[src/rtl/lsu_misaligned_unit_pkg.sv]
// Shared definitions for the load/store unit: funct3 codes,
// FSM state encoding and access-size decode.
package lsu_misaligned_unit_pkg;

    localparam logic [2:0] FNC_LB  = 3'b000;
    localparam logic [2:0] FNC_LH  = 3'b001;
    localparam logic [2:0] FNC_LW  = 3'b010;
    localparam logic [2:0] FNC_LD  = 3'b011;
    localparam logic [2:0] FNC_LBU = 3'b100;
    localparam logic [2:0] FNC_LHU = 3'b101;
    localparam logic [2:0] FNC_LWU = 3'b110;

    localparam logic [2:0] FNC_SB  = 3'b000;
    localparam logic [2:0] FNC_SH  = 3'b001;
    localparam logic [2:0] FNC_SW  = 3'b010;
    localparam logic [2:0] FNC_SD  = 3'b011;

    typedef enum logic [2:0] {
        ST_IDLE,
        ST_BEAT0,
        ST_BEAT1,
        ST_CAPTURE,
        ST_RESP
    } state_t;

    function automatic int nb_of(input int xlen);
        return xlen / 8;
    endfunction

    // Encodings wider than the datapath collapse to a full-word access.
    function automatic logic [3:0] size_bytes(input logic [2:0] f3,
                                              input int nb);
        logic [3:0] s;
        s = 4'd1 << f3[1:0];
        if (f3 == 3'b111)
            s = 4'(nb);
        else if (nb == 4 && (f3 == FNC_LD || f3 == FNC_LWU))
            s = 4'd4;
        return s;
    endfunction

endpackage

[src/rtl/lsu_misaligned_unit_load_align.sv]
// Extracts and extends a load result from a two-word window.
// Purely combinational.
module lsu_load_align
    import lsu_misaligned_unit_pkg::*;
#(
    parameter int XLEN = 32
) (
    input  logic [2*XLEN-1:0]         data,
    input  logic [$clog2(XLEN/8)-1:0] off,
    input  logic [2:0]                funct3,
    output logic [XLEN-1:0]           result
);

    localparam int NB = nb_of(XLEN);

    logic [3:0]      size;
    logic [XLEN-1:0] low;
    logic [XLEN-1:0] mask;
    logic [XLEN-1:0] top;
    logic [XLEN-1:0] field;
    logic            sign;

    // A full-width mask falls out of the shift overflowing to zero.
    always_comb begin
        size   = size_bytes(funct3, NB);
        low    = XLEN'(data >> {off, 3'b000});
        mask   = (XLEN'(1) << {size, 3'b000}) - XLEN'(1);
        top    = mask & ~(mask >> 1);
        field  = low & mask;
        sign   = (|(low & top)) & ~funct3[2];
        result = sign ? (field | ~mask) : field;
    end

endmodule

[src/rtl/lsu_misaligned_unit.sv]
// Multi-cycle load/store unit with optional two-beat handling
// of word-spanning accesses.
module lsu_misaligned_unit
    import lsu_misaligned_unit_pkg::*;
#(
    parameter int XLEN        = 32,
    parameter bit MISALIGN_EN = 1'b1
) (
    input  logic              clk,
    input  logic              rst,
    input  logic              req_valid,
    output logic              req_ready,
    input  logic              req_is_store,
    input  logic [2:0]        req_funct3,
    input  logic [XLEN-1:0]   req_addr,
    input  logic [XLEN-1:0]   req_wdata,
    output logic              mem_en,
    output logic [XLEN/8-1:0] mem_we,
    output logic [XLEN-1:0]   mem_addr,
    output logic [XLEN-1:0]   mem_wdata,
    input  logic [XLEN-1:0]   mem_rdata,
    output logic              resp_valid,
    input  logic              resp_ready,
    output logic [XLEN-1:0]   resp_data,
    output logic              resp_misaligned
);

    localparam int NB  = nb_of(XLEN);
    localparam int NB2 = 2 * NB;
    localparam int OW  = $clog2(NB);

    state_t state_q, state_d;

    logic            is_store_q;
    logic [2:0]      funct3_q;
    logic [XLEN-1:0] addr_q;
    logic [XLEN-1:0] wdata_q;
    logic [XLEN-1:0] beat0_q;

    logic [3:0]        in_size;
    logic              in_misaligned;
    logic              reject;
    logic              accept;
    logic [3:0]        size_q;
    logic [OW-1:0]     off_q;
    logic              spans_q;
    logic [XLEN-1:0]   base_q;
    logic [NB2-1:0]    we_full;
    logic [2*XLEN-1:0] wd_full;
    logic [2*XLEN-1:0] align_in;
    logic [XLEN-1:0]   align_out;

    always_comb begin
        in_size       = size_bytes(req_funct3, NB);
        in_misaligned = (req_addr[OW-1:0] & OW'(in_size - 4'd1)) != '0;
        reject        = in_misaligned && !MISALIGN_EN;
        accept        = req_valid && (state_q == ST_IDLE);
        size_q        = size_bytes(funct3_q, NB);
        off_q         = addr_q[OW-1:0];
        spans_q       = (int'(off_q) + int'(size_q)) > NB;
        base_q        = {addr_q[XLEN-1:OW], {OW{1'b0}}};
        we_full       = ((NB2'(1) << size_q) - NB2'(1)) << off_q;
        wd_full       = {{XLEN{1'b0}}, wdata_q} << {off_q, 3'b000};
        // Beat-0 data was parked in beat0_q when a second read followed.
        align_in      = spans_q ? {mem_rdata, beat0_q}
                                : {{XLEN{1'b0}}, mem_rdata};
    end

    lsu_load_align #(
        .XLEN (XLEN)
    ) u_align (
        .data   (align_in),
        .off    (off_q),
        .funct3 (funct3_q),
        .result (align_out)
    );

    always_comb begin
        state_d    = state_q;
        req_ready  = 1'b0;
        mem_en     = 1'b0;
        mem_we     = '0;
        mem_addr   = '0;
        mem_wdata  = '0;
        resp_valid = 1'b0;
        unique case (state_q)
            ST_IDLE: begin
                req_ready = 1'b1;
                if (req_valid)
                    state_d = reject ? ST_RESP : ST_BEAT0;
            end
            ST_BEAT0: begin
                mem_en   = 1'b1;
                mem_addr = base_q;
                if (is_store_q) begin
                    mem_we    = we_full[NB-1:0];
                    mem_wdata = wd_full[XLEN-1:0];
                end
                if (spans_q)
                    state_d = ST_BEAT1;
                else
                    state_d = is_store_q ? ST_RESP : ST_CAPTURE;
            end
            ST_BEAT1: begin
                mem_en   = 1'b1;
                mem_addr = base_q + XLEN'(NB);
                if (is_store_q) begin
                    mem_we    = we_full[NB2-1:NB];
                    mem_wdata = wd_full[2*XLEN-1:XLEN];
                end
                state_d = is_store_q ? ST_RESP : ST_CAPTURE;
            end
            ST_CAPTURE: begin
                state_d = ST_RESP;
            end
            ST_RESP: begin
                resp_valid = 1'b1;
                if (resp_ready)
                    state_d = ST_IDLE;
            end
            default: begin
                state_d = ST_IDLE;
            end
        endcase
    end

    always_ff @(posedge clk or posedge rst) begin
        if (rst) begin
            state_q         <= ST_IDLE;
            is_store_q      <= 1'b0;
            funct3_q        <= '0;
            addr_q          <= '0;
            wdata_q         <= '0;
            beat0_q         <= '0;
            resp_data       <= '0;
            resp_misaligned <= 1'b0;
        end else begin
            state_q <= state_d;
            if (accept) begin
                is_store_q      <= req_is_store;
                funct3_q        <= req_funct3;
                addr_q          <= req_addr;
                wdata_q         <= req_wdata;
                resp_data       <= '0;
                resp_misaligned <= reject;
            end
            if (state_q == ST_BEAT1 && !is_store_q)
                beat0_q <= mem_rdata;
            if (state_q == ST_CAPTURE)
                resp_data <= align_out;
        end
    end

endmodule

[config.mk]
export PLATFORM = sky130hd
export DESIGN_NAME = lsu_misaligned_unit
export DESIGN_NICKNAME = d
export VERILOG_FILES = /design/src/rtl/lsu_misaligned_unit_pkg.sv /design/src/rtl/lsu_misaligned_unit_load_align.sv /design/src/rtl/lsu_misaligned_unit.sv
export SDC_FILE = /design/constraint.sdc
export NUM_CORES = 1
export LEC_CHECK = 0
export CORE_ASPECT_RATIO = 1.2
export CORE_MARGIN = 10
export CORE_UTILIZATION = 46
export CTS_CLUSTER_DIAMETER = 200
export CTS_CLUSTER_SIZE = 40
export DETAILED_ROUTE_END_ITERATION = 7
export GPL_TIMING_DRIVEN = 0
export PLACE_DENSITY = 0.78
export SYNTH_ARGS = -nofsm -noshare
export SYNTH_HDL_FRONTEND = slang
export SYNTH_SLANG_ARGS = --single-unit
[constraint.sdc]
create_clock -name clk -period 3.83 [get_ports clk]
set_clock_uncertainty 0.2 [all_clocks]
set_input_delay 0.383 -clock clk [delete_from_list [all_inputs] [get_ports clk]]
set_output_delay 0.383 -clock clk [all_outputs]
set_load 0.01 [all_outputs]
==> summary.txt <==
Vias in the first global route: 9102
Layout cells sized above 1: 0.182
Final hold vios: 0
Initial antenna violation count: 2
CP Capture Type: output pin
Core area: 18800 µm²
Gpl congestion: 0.960
Clock sinks: 135
Yosys cell types: 67
Maximum vdd drop: 0.499 mV
WP data required: 3250 ps
Row count: 55
Hold Crit Class: input port to async pin
Vias post-DR: 9011
Placed inst area: 11200 µm²
Sequential area share after synthesis: 0.386
Power Dens Cells: 946 nW/µm²
Max-capacitance violation count: 0
Period utilisation layout: 0.968
Vias per cell: 6.13
First-pass GRT wire length: 51.3 mm
Post-synth top flop: dfrtp_1
CTS tree: yes
Die X: 146 µm
Post-synth top area share: 0.386
Tmin final: 3710 ps
Pre-CTS setup slack: -902 ps
Root buf cell: clkbuf_16
Synth Instances: 963
Pleak: 4.74 nW
Clock Path Buffers: 2
Die Span Y: 171 µm
Worst-path fanout max: 5
ANT nets after route: 0
Final setup fails: 0
# IOs: 208
Peak Freq: 270 MHz
Initial core utilization: 0.466
Hold_buf cts: 0
Multi-input gate area: 5100 µm²
GR Util All Layers: 0.258
Yosys reg bits: 135
Post-synth EDFFs: 0
Routed WL: 33.1 mm
Relative slew slack: 0.446
DIE AREA: 25000 µm²
Status: complete, no violations
Mapped cell area: 8760 µm²
Fillers: 1539
Synth top area cells: dfrtp_1, mux2_2, mux2i_1
Max Slew Vio Count: 0
Worst-Margin Slew: 831 ps
Largest net degree at the start of global routing: 43
Syn-to-layout area delta: 37.2%
# DRC: 0
Clock Pin Slew Worst Setup and Hold Paths: 60 ps
Syn_area_per_cell: 9.10 µm²
WL/cell: 22.5 µm
Arrival time worst endpoint: 3120 ps
CP startpoint kind: flip-flop
Post-synth ARST share: 1.00
Final instance area: 12000 µm²
Port buffer count: 204
Nets@finish: 1309
Cts bufs inserted: 17
Number of DRC markers in iteration 0: 830
Yosys warning count: 0
Clk_lat worst skew: 430 ps
Global route overflow: 0
H-Tree Depth: 4
Final WS setup: 122 ps
Crit Path Class: flip-flop to output pin
Leading area contributor after synthesis: dfrtp_1
First-pass DRT Iterations: 5
Detailed Place HPWL: 24.3 mm
Register Area: 3380 µm²
through the flow:
stage	setup TNS, ps	hold WS, ps	std cells	power, mW	util
6_report	0	101	1470	11.4	0.640
5_1_grt	-3.50	131	1469	12.0	0.640
3_5_place_dp	-25470	286	1429	9.28	0.596
4_1_cts	0	107	1460	11.1	0.631
2_1_floorplan	0	280	966	6.80	-
3_3_place_gp	-24360	281	1426	9.15	0.593
routing by layer:
metal	vias up	wire length, µm	GRT usage
met2	521	15400	0.419
met1	4308	12700	0.305
met4	0	1840	0.137
met3	140	3230	0.0767
li1	4042	-	-
met5	-	0	0
cells in the mapped netlist (all sizes together) (2+ instances only):
| master | number |
|---|---|
| nand2 | 152 |
| a31oi | 21 |
| a41oi | 2 |
| clkbuf | 51 |
| inv | 8 |
| a32oi | 7 |
| nand3b | 5 |
| or4 | 3 |
| a2bb2oi | 6 |
| o21ai | 101 |
| or2 | 3 |
| nand3 | 40 |
| ha | 4 |
| o31ai | 8 |
| dfrtp | 135 |
| and2 | 13 |
| o22ai | 12 |
| o221ai | 12 |
| mux4 | 2 |
| xor2 | 2 |
| buf | 28 |
| o2bb2ai | 3 |
| and3 | 6 |
| a21oi | 44 |
| nor4 | 3 |
| a22oi | 15 |
| a32o | 7 |
| nand4 | 9 |
| nor3 | 13 |
| mux2 | 106 |
| nor2 | 42 |
| a221oi | 6 |
| o211ai | 4 |
| a211oi | 10 |
| mux2i | 59 |
| nor2b | 2 |
| nor3b | 2 |
logic make-up (layout without fill, tap and decap cells):
family,count (synthesis),after routing,synth area share
other,1,6,0.000428
buffers and inverters,88,334,0.0436
DFF,135,135,0.386
muxes,167,167,0.209
xor gates and xnor gates,3,3,0.00300
AOI/OAI and AO/OA,267,267,0.195
and+or+nand+nor,298,298,0.158
adders and majority gates,4,4,0.00571
cells in the final DEF (no fill, tap or decap), drive strengths merged, types with 7 or more instances in the layout:
cell type	n
mux2i	59
nor3	13
and2	13
buf	43
clkdlybuf4s50	204
o221ai	12
nor2	42
nand2	152
o22ai	12
a31oi	21
o31ai	8
nand4	9
a211oi	10
a32o	7
mux2	106
a32oi	7
a21oi	44
nand3	40
clkbuf	70
a22oi	15
dfrtp	135
o21ai	101
critical path: stages (launching register included):
cell and delay (ps):
dfrtp_1 410, ha_1 210, nand3_1 150, or2_2 390, nor4_4 290, nand3_1 160
or4_1 420, nand3_1 90, clkdlybuf4s50_1 570
power breakdown:
group          switching [mW]  total [mW]  internal, mW
sequential              0.663        2.77          2.11
combinational            3.95        6.91          2.96
clock                   0.636        1.69          1.05
path summary, 6_finish.rpt:
kind	start	endpoint	slack, ps	cells past startpoint
min in group clk	resp_data[7]	resp_data[7]	290	2
worst max-delay path	addr_q[3]	mem_addr[30]	120	8
worst min register to register	resp_data[7]	resp_data[7]	290	2
max in group asynchronous	rst	addr_q[2]	2470	4
worst max register to register	addr_q[1]	resp_data[25]	190	13
worst min-delay path	rst	addr_q[18]	100	2
state kept, by name, indices dropped and copies added, names as in the netlist:
| name | flops |
|---|---|
| resp_data | 32 |
| addr_q | 32 |
| is_store_q | 1 |
| wdata_q | 32 |
| state_q | 3 |
| beat0_q | 32 |
| funct3_q | 3 |
what timing repair did:
item	CTS	global route
buffers inserted	4	9
gates resized for setup	19	37
pin swaps	3	2
endpoints found under the setup margin	91	70
layout make-up:
| type | instances | share of cell area |
|---|---|---|
| diodes | 2 | 0.000416 |
| plain buffers | 75 | 0.0319 |
| clock buffers | 22 | 0.0386 |
| clock inverters | 8 | 0.0103 |
| inverters | 9 | 0.00375 |
| multi-input cells | 743 | 0.424 |
| flip-flops and latches | 135 | 0.281 |
| well taps | 256 | 0.0266 |
| repair buffers | 220 | 0.183 |
Power figures use the tool's default switching activity.
